`src/rtl/ex_div_ctrl.sv`:
```
// rtl/ex_div_ctrl.sv - multi-cycle RV32M divide/remainder sequencer beside the ex stage
module ex_div_ctrl #(
  parameter int XLEN = 32
) (
  input  logic            clk,
  input  logic            rst_n,
  input  logic            start_i,
  input  logic [1:0]      op_i,
  input  logic [XLEN-1:0] dividend_i,
  input  logic [XLEN-1:0] divisor_i,
  input  logic [4:0]      rd_addr_i,
  input  logic            flush_i,
  output logic            busy_o,
  output logic            stall_o,
  output logic [XLEN-1:0] rd_data_o,
  output logic [4:0]      rd_addr_o,
  output logic            rd_wen_o
);

  localparam int CW = $clog2(XLEN);
  localparam logic [CW-1:0]   CNT_LAST = CW'(XLEN - 1);
  localparam logic [XLEN-1:0] INT_MIN  = {1'b1, {(XLEN-1){1'b0}}};

  typedef enum logic [2:0] {
    S_IDLE  = 3'd0,
    S_CHECK = 3'd1,
    S_CALC  = 3'd2,
    S_FIX   = 3'd3,
    S_DONE  = 3'd4
  } state_e;

  state_e          state_q, state_d;
  logic [1:0]      op_q, op_d;
  logic [XLEN-1:0] dvd_q, dvd_d;     // original dividend, kept for sign fix-up
  logic [XLEN-1:0] dvs_q, dvs_d;     // original divisor
  logic [4:0]      rd_q, rd_d;
  logic [XLEN-1:0] quo_q, quo_d;     // holds |dividend| while shifting, quotient at the end
  logic [XLEN-1:0] rem_q, rem_d;
  logic [XLEN-1:0] dmag_q, dmag_d;   // |divisor| used by the restoring steps
  logic [CW-1:0]   cnt_q, cnt_d;

  // Sign information of the latched operands; op bit 0 clear means a signed op
  logic            is_signed;
  logic            dvd_neg;
  logic            dvs_neg;
  logic [XLEN:0]   rem_shift;
  logic            rem_ge;

  assign is_signed = ~op_q[0];
  assign dvd_neg   = is_signed & dvd_q[XLEN-1];
  assign dvs_neg   = is_signed & dvs_q[XLEN-1];
  // One extra bit so the shifted partial remainder never overflows for large unsigned divisors
  assign rem_shift = {rem_q, quo_q[XLEN-1]};
  assign rem_ge    = (rem_shift >= {1'b0, dmag_q});

  // State and datapath registers
  always_ff @(posedge clk or negedge rst_n) begin
    if (!rst_n) begin
      state_q <= S_IDLE;
      op_q    <= '0;
      dvd_q   <= '0;
      dvs_q   <= '0;
      rd_q    <= '0;
      quo_q   <= '0;
      rem_q   <= '0;
      dmag_q  <= '0;
      cnt_q   <= '0;
    end else begin
      state_q <= state_d;
      op_q    <= op_d;
      dvd_q   <= dvd_d;
      dvs_q   <= dvs_d;
      rd_q    <= rd_d;
      quo_q   <= quo_d;
      rem_q   <= rem_d;
      dmag_q  <= dmag_d;
      cnt_q   <= cnt_d;
    end
  end

  // Next-state, datapath updates and the pipeline hold request
  always_comb begin
    state_d = state_q;
    op_d    = op_q;
    dvd_d   = dvd_q;
    dvs_d   = dvs_q;
    rd_d    = rd_q;
    quo_d   = quo_q;
    rem_d   = rem_q;
    dmag_d  = dmag_q;
    cnt_d   = cnt_q;
    stall_o = 1'b0;

    case (state_q)
      S_IDLE: begin
        if (start_i && !flush_i) begin
          stall_o = 1'b1;
          op_d    = op_i;
          dvd_d   = dividend_i;
          dvs_d   = divisor_i;
          rd_d    = rd_addr_i;
          state_d = S_CHECK;
        end
      end

      S_CHECK: begin
        stall_o = 1'b1;
        if (flush_i) begin
          state_d = S_IDLE;
        end else if (dvs_q == '0) begin
          quo_d   = '1;
          rem_d   = dvd_q;
          state_d = S_DONE;
        end else if (is_signed && (dvd_q == INT_MIN) && (dvs_q == '1)) begin
          quo_d   = INT_MIN;
          rem_d   = '0;
          state_d = S_DONE;
        end else begin
          quo_d   = dvd_neg ? (~dvd_q + 1'b1) : dvd_q;
          dmag_d  = dvs_neg ? (~dvs_q + 1'b1) : dvs_q;
          rem_d   = '0;
          cnt_d   = '0;
          state_d = S_CALC;
        end
      end

      S_CALC: begin
        stall_o = 1'b1;
        if (flush_i) begin
          state_d = S_IDLE;
        end else begin
          if (rem_ge) begin
            rem_d = rem_shift[XLEN-1:0] - dmag_q;
            quo_d = {quo_q[XLEN-2:0], 1'b1};
          end else begin
            rem_d = rem_shift[XLEN-1:0];
            quo_d = {quo_q[XLEN-2:0], 1'b0};
          end
          cnt_d = cnt_q + 1'b1;
          if (cnt_q == CNT_LAST) begin
            state_d = S_FIX;
          end
        end
      end

      S_FIX: begin
        stall_o = 1'b1;
        if (flush_i) begin
          state_d = S_IDLE;
        end else begin
          if (dvd_neg ^ dvs_neg) begin
            quo_d = ~quo_q + 1'b1;
          end
          if (dvd_neg) begin
            rem_d = ~rem_q + 1'b1;
          end
          state_d = S_DONE;
        end
      end

      S_DONE: begin
        // start_i still high here belongs to the instruction now leaving ex
        state_d = S_IDLE;
      end

      default: begin
        state_d = S_IDLE;
      end
    endcase
  end

  // Write port is only driven during the single DONE cycle, and a flush there cancels it
  assign busy_o    = (state_q != S_IDLE);
  assign rd_wen_o  = (state_q == S_DONE) && !flush_i;
  assign rd_data_o = rd_wen_o ? (op_q[1] ? rem_q : quo_q) : '0;
  assign rd_addr_o = rd_wen_o ? rd_q : '0;

endmodule

```
`config.mk`:
```
export PLATFORM = sky130hd
export DESIGN_NAME = ex_div_ctrl
export DESIGN_NICKNAME = d
export VERILOG_FILES = /design/src/rtl/ex_div_ctrl.sv
export SDC_FILE = /design/constraint.sdc
export NUM_CORES = 1
export LEC_CHECK = 0
export ABC_AREA = 1
export ABC_CLOCK_PERIOD_IN_PS = 2900
export BUFFER_PORTS_ARGS = -buffer_cell sky130_fd_sc_hd__buf_2
export CORE_UTILIZATION = 35
export CTS_CLUSTER_DIAMETER = 40
export DETAILED_ROUTE_END_ITERATION = 8
export GPL_TIMING_DRIVEN = 1
export SYNTH_ARGS = -nofsm -noshare
export SYNTH_HDL_FRONTEND = slang
export SYNTH_SLANG_ARGS = --single-unit
```
`constraint.sdc`:
```
create_clock -name clk -period 2.9 [get_ports clk]
set_clock_uncertainty 0.05 [all_clocks]
set_input_delay 0.29 -clock clk [delete_from_list [all_inputs] [get_ports clk]]
set_output_delay 0.29 -clock clk [all_outputs]
set_load 0.01 [all_outputs]
```
== After elaboration in Yosys (flattened, before gate mapping) ==
Cells that the tools add are included.

* Flip-flop bits (word level): 175
* Latch bits: 0
* Memory bits (writable): 0
* Bits in read-only memories: 0
* Input bits: 75
* Output and inout port bits: 40
* Memories: 0

* Add/subtract/negate cells: 6
* Multiply operators: 0
* Div/mod/pow operators: 0
* Magnitude comparators: 1
* Eq/ne operators: 16
* Shift operators: 0
* Mux-type cells: 35
* Bitwise logic cells: 11
* Reduce and logical (&&, ||, !) cells: 17

{| class="wikitable"
|+ Operators by type and width
! kind !! count
|-
| $mux W32 || 16
|-
| $pmux W32 S3 || 2
|-
| $add A32 B1 Y32 const B || 4
|-
| $not A32 Y32 || 4
|-
| $eq A32 B32 Y1 const B || 2
|-
| $ge A33 B32 Y1 || 1
|-
| $logic_not A32 Y1 || 1
|-
| $sub A32 B32 Y32 || 1
|-
| $mux W5 || 5
|-
| $mux W3 || 7
|-
| $ne A2 B2 Y1 const B || 8
|-
| $reduce_and A5 Y1 || 3
|-
| $pmux W3 S4 || 1
|-
| $pmux W5 S2 || 1
|-
| $eq A3 B2 Y1 const B || 2
|-
| $reduce_bool A3 Y1 || 2
|-
| $add A5 B1 Y5 const B || 1
|-
| $eq A5 B5 Y1 const B || 1
|-
| $logic_and A1 B1 Y1 || 4
|-
| $not A1 Y1 || 4
|-
| $reduce_and A2 Y1 || 2
|-
| $reduce_and A4 Y1 || 1
|-
| $eq A3 B1 Y1 const B || 1
|-
| $eq A3 B3 Y1 const B || 1
|-
| other kinds (9) || 11
|}

== Logic depth before layout (Yosys ltp) ==
* Word-level depth: 7
* Mapped depth: 18
* Mapped depth without buffers: 18

== Least setup slack after synthesis ==
OpenSTA, ideal clock, no wires.

* Path type: register to register
* From: register rem_q[28]
* To: register rem_q[25]
* Setup time: 0.117 ns
* Arrival: 1.926 ns
* Slack: 0.807 ns
* Stages on the path, launching flop included: 14
* Buffers on the path: 1
* Period minus slack after synthesis: 2.093 ns
* Path through: dfrtp_1 -> ha_1 -> nand2_1 -> nor3_1 -> nand2_1 -> a21oi_1 -> nor2_4 -> nand2_4 -> buf_4 -> nand3_1 -> nand2_1 -> nand2_1 -> nand2_1 -> nand2_1

* Longest elaborated chain between the ends: 4

{| class="wikitable"
|+ RTL lines
! what !! RTL line !! source
|-
| from (decl) || 38 || <nowiki>logic [XLEN-1:0] rem_q, rem_d;</nowiki>
|-
| from (signal assigned) || 75 || <nowiki>rem_q <= rem_d;</nowiki>
|-
| $ge A33 B32 Y1 || 54 || <nowiki>assign rem_ge = (rem_shift >= {1'b0, dmag_q});</nowiki>
|-
| $mux W32 || 132 || <nowiki>if (rem_ge) begin</nowiki>
|-
| $mux W32 || 129 || <nowiki>if (flush_i) begin</nowiki>
|-
| $pmux W32 S3 || 94 || <nowiki>case (state_q)</nowiki>
|}

No other way between the ends. The select of a mux whose other input is x is not followed.
A chain may end at the register's enable or synchronous reset.

== Worst setup path after layout ==
* From: register state_q[1]
* To: output port rd_data_o[5]

* Longest elaborated chain between the ends: 3

{| class="wikitable"
|+ RTL lines
! what !! RTL line !! source
|-
| from (decl) || 32 || <nowiki>state_e state_q, state_d;</nowiki>
|-
| from (signal assigned) || 69 || <nowiki>state_q <= state_d;</nowiki>
|-
| $eq A3 B3 Y1 || 174 || <nowiki>assign rd_wen_o = (state_q == S_DONE) && !flush_i;</nowiki>
|-
| $logic_and A1 B1 Y1 || 174 ||
|-
| $mux W32 || 175 || <nowiki>assign rd_data_o = rd_wen_o ? (op_q[1] ? rem_q : quo_q) : '0;</nowiki>
|-
| to (decl) || 15 || <nowiki>output logic [XLEN-1:0] rd_data_o,</nowiki>
|}

No other way between the ends.

==> out/metrics.csv <==
metric;value;unit
status;complete, no violations;
slew_headroom;48.1;%
first_iter_violations;1652;
path_buf_inv;3;
io_pins;115;
cellPowerDensity;1270;nW/um2
via_per_inst;5.35;
drive_above_1_share;10.2;%
synth_edf_count;0;
min_path_type;in2reg;
die-area;43600;um2
ir_drop;564;uV
place_congestion;1.00;
critical_path.startpoint;state_q[1];
cts.path.max_buffers;2;
crit_path_end_kind;output port;
overflow;0;
fp.coreArea;42000;um2
postSynthAreaPerCell;6.21;um2
endpoint;rd_data_o[5];
synth-seq-cells;175;
io_buffers;114;
path_depth;6;
reg2reg_to;rem_q[18];
cp_top_family;buffers and inverters;
maxSlewViolCount;0;
drc;0;
fin_crit_sh;93.8;%
fin_nets;2697;
synth-async-reset-ratio;100;%
postLayoutCoreUtil;42.0;%
max_stage_delay;0.41;ns
initial_utilization;35.6;%
grt_pass1_wl;95100;um
reg2reg_from;quo_q[31];
maxCapViolCount;0;
syn_area;15000;um2
n_antenna_cell;0;
rr_worst_depth;15;
slowest_stage;dfrtp_1;
reg2reg_slack;0.20;ns
wl_per_cell;19.8;um
design_area;17600;um2
synth_cells;2410;
post-cts-setup-buffers;0;
placed_area;16300;um2
cts_tree;yes;
synth_nets;2525;
finalNonFillerCells;3134;
area_delta_synth_final;17.8;%
rows;75;
rsz0062_at_grt;no;
dr_total_vias;16759;
crit_chain;nor2_2 > inv_1 > nor3_1 > inv_2 > a211oi_1 > buf_2;
fillers;4544;
fin_setup_tns;0;ns
wl;62200;um
yosysSeqAreaShare;29.2;%
crit_fanout;37;
arrival;2.38;ns
die_w;209;um
leakagePower;0.00863;uW
fmax;368;MHz
h-tree-depth;4;
grt_max_degree;70;
antenna_found_initial;1;
yosysWarnings;0;
cts_sinks;175;
fp.dieH;209;um
clk_latency;0.50;ns
worst-setup-path-type;reg2out;
grt_use_total;28.9;%
layout_setup_ws;0.180;ns
dp.cells;3035;
min_period;2.72;ns
setup-violations-final;0;
root_buffer;clkbuf_16;
worst_setup_path_start_kind;flop;
clk_pin_slew_worst_paths;0.08;ns
finalHoldViolations;0;
first_global_vias;16026;
cts_inserted_buffers;17;
synth.distinct_cells;54;
postRouteAntennaNets;0;
tightest_slew;0.779;ns
place_ws;0.194;ns
synthFlopType;dfrtp_1;
dp.final_hpwl;49200;um
cp_data_required_time;2.56;ns
dr.pass1.iters;7;
==> through the flow <==
| step | total power (uW) | hold WS, ns |
|---|---|---|
| 2_1_floorplan | 14300 | -0.0556 |
| 3_3_place_gp | 19400 | 0.334 |
| 3_5_place_dp | 19300 | 0.341 |
| 4_1_cts | 22200 | 0.000555 |
| 5_1_grt | 24200 | 0.0293 |
| 6_report | 22400 | 0.0325 |
==> area by class of cell <==
type	count	area [um2]	share of cell area, %
multi-input cells	1847	9110	51.6
flip-flops and latches	175	4380	24.8
repair buffers	229	1660	9.39
inverters	312	1170	6.64
well taps	539	674	3.82
clock buffers	18	439	2.49
clock inverters	14	219	1.24
==> power by group <==
part	internal (uW)	switching, uW	total [uW]
clock network	1500	1210	2700
logic	4540	9840	14400
registers	3610	1750	5350
total	9640	12800	22400
==> Yosys cell counts, drive strengths merged, types with 13 or more instances <==
| master | number | area (um2) |
|---|---|---|
| a21oi | 182 | 948 |
| xnor2 | 16 | 140 |
| nand2 | 563 | 2130 |
| dfrtp | 175 | 4380 |
| clkbuf | 46 | 174 |
| nor3 | 39 | 216 |
| a31oi | 13 | 81.3 |
| nand3 | 237 | 1220 |
| inv | 310 | 1160 |
| buf | 30 | 180 |
| xor2 | 52 | 455 |
| ha | 39 | 488 |
| nor2 | 448 | 1730 |
| a211oi | 15 | 113 |
| o21ai | 111 | 559 |
| nand4 | 60 | 390 |
==> repair_timing <==
item                                    in CTS  in global routing
endpoints found under the setup margin       0                 26
gates resized for setup                      0                  3
hold buffers                                67                  0
endpoints found under the hold margin      128                  0
==> kinds of logic after synthesis <==
| family | share of synthesized area, % |
|---|---|
| AND/OR/NAND/NOR | 39.2 |
| buffers and inverters | 10.2 |
| AO/OA/AOI/OAI | 13.2 |
| flip-flops | 29.2 |
| XOR/XNOR | 3.98 |
| adder cells (fa/ha/maj) | 3.39 |
| multiplexers | 0.827 |
==> flip-flops by register name (all words and copies together) (netlist names) <==
name	count
cnt_q	5
dmag_q	32
dvd_q	32
dvs_q	32
op_q	2
quo_q	32
rd_q	5
rem_q	32
state_q	3
==> worst min-delay path: cells and delay by family <==
kind,cells,cell delay [ns]
AOI/OAI and AO/OA,1,0.11
and+or+nand+nor,1,0.06
buffers and inverters,1,0.07
==> metal layers <==
metal / routed length, um / GRT usage, % / up-vias / part of all wire [%]
met2: 27100 / 44.3 / 660 / 44
met1: 28400 / 40.2 / 7850 / 46
met5: 0 / 0 / - / 0
met4: 1780 / 10.8 / 0 / 2.9
met3: 4820 / 5.56 / 86 / 7.8
li1: - / - / 8163 / -
==> layout by cell type, fill, tap and decap left out, types with 3 or more instances in the layout <==
master and count:
nand2_1 558, o21ai_0 99, nor4_1 4, a21oi_1 172
ha_1 39, and2_1 4, mux2_2 11, o31ai_1 4
inv_2 11, nor2_1 436, o21ai_1 11, or2_2 3
o211ai_1 5, inv_1 299, a21oi_2 10, buf_4 44
nor2_2 7, nand3_1 230, dfrtp_1 174, xor2_1 52
nor3_2 4, xnor2_1 16, nor2_4 5, clkbuf_16 17
dlygate4sd3_1 67, bufinv_16 4, nand2_2 4, o22ai_1 9
nand4_1 59, a22oi_1 8, nand3b_1 9, o21bai_1 4
inv_6 5, buf_2 113, buf_12 4, nand3_2 5
a31oi_1 13, a211oi_1 15, nor3_1 34
==> worst min-delay path by stage <==
stage,from,cells past startpoint,slack [ns],end
2_1_floorplan,rst_n,0,-0.06,cnt_q[0]
3_3_place_gp,rst_n,1,0.33,cnt_q[1]
3_5_place_dp,rst_n,1,0.34,cnt_q[1]
4_1_cts,dividend_i[3],3,0.0006,dvd_q[3]
5_1_grt,dividend_i[0],3,0.03,dvd_q[0]
6_report,dividend_i[0],3,0.03,dvd_q[0]
Power figures use the tool's default switching activity.
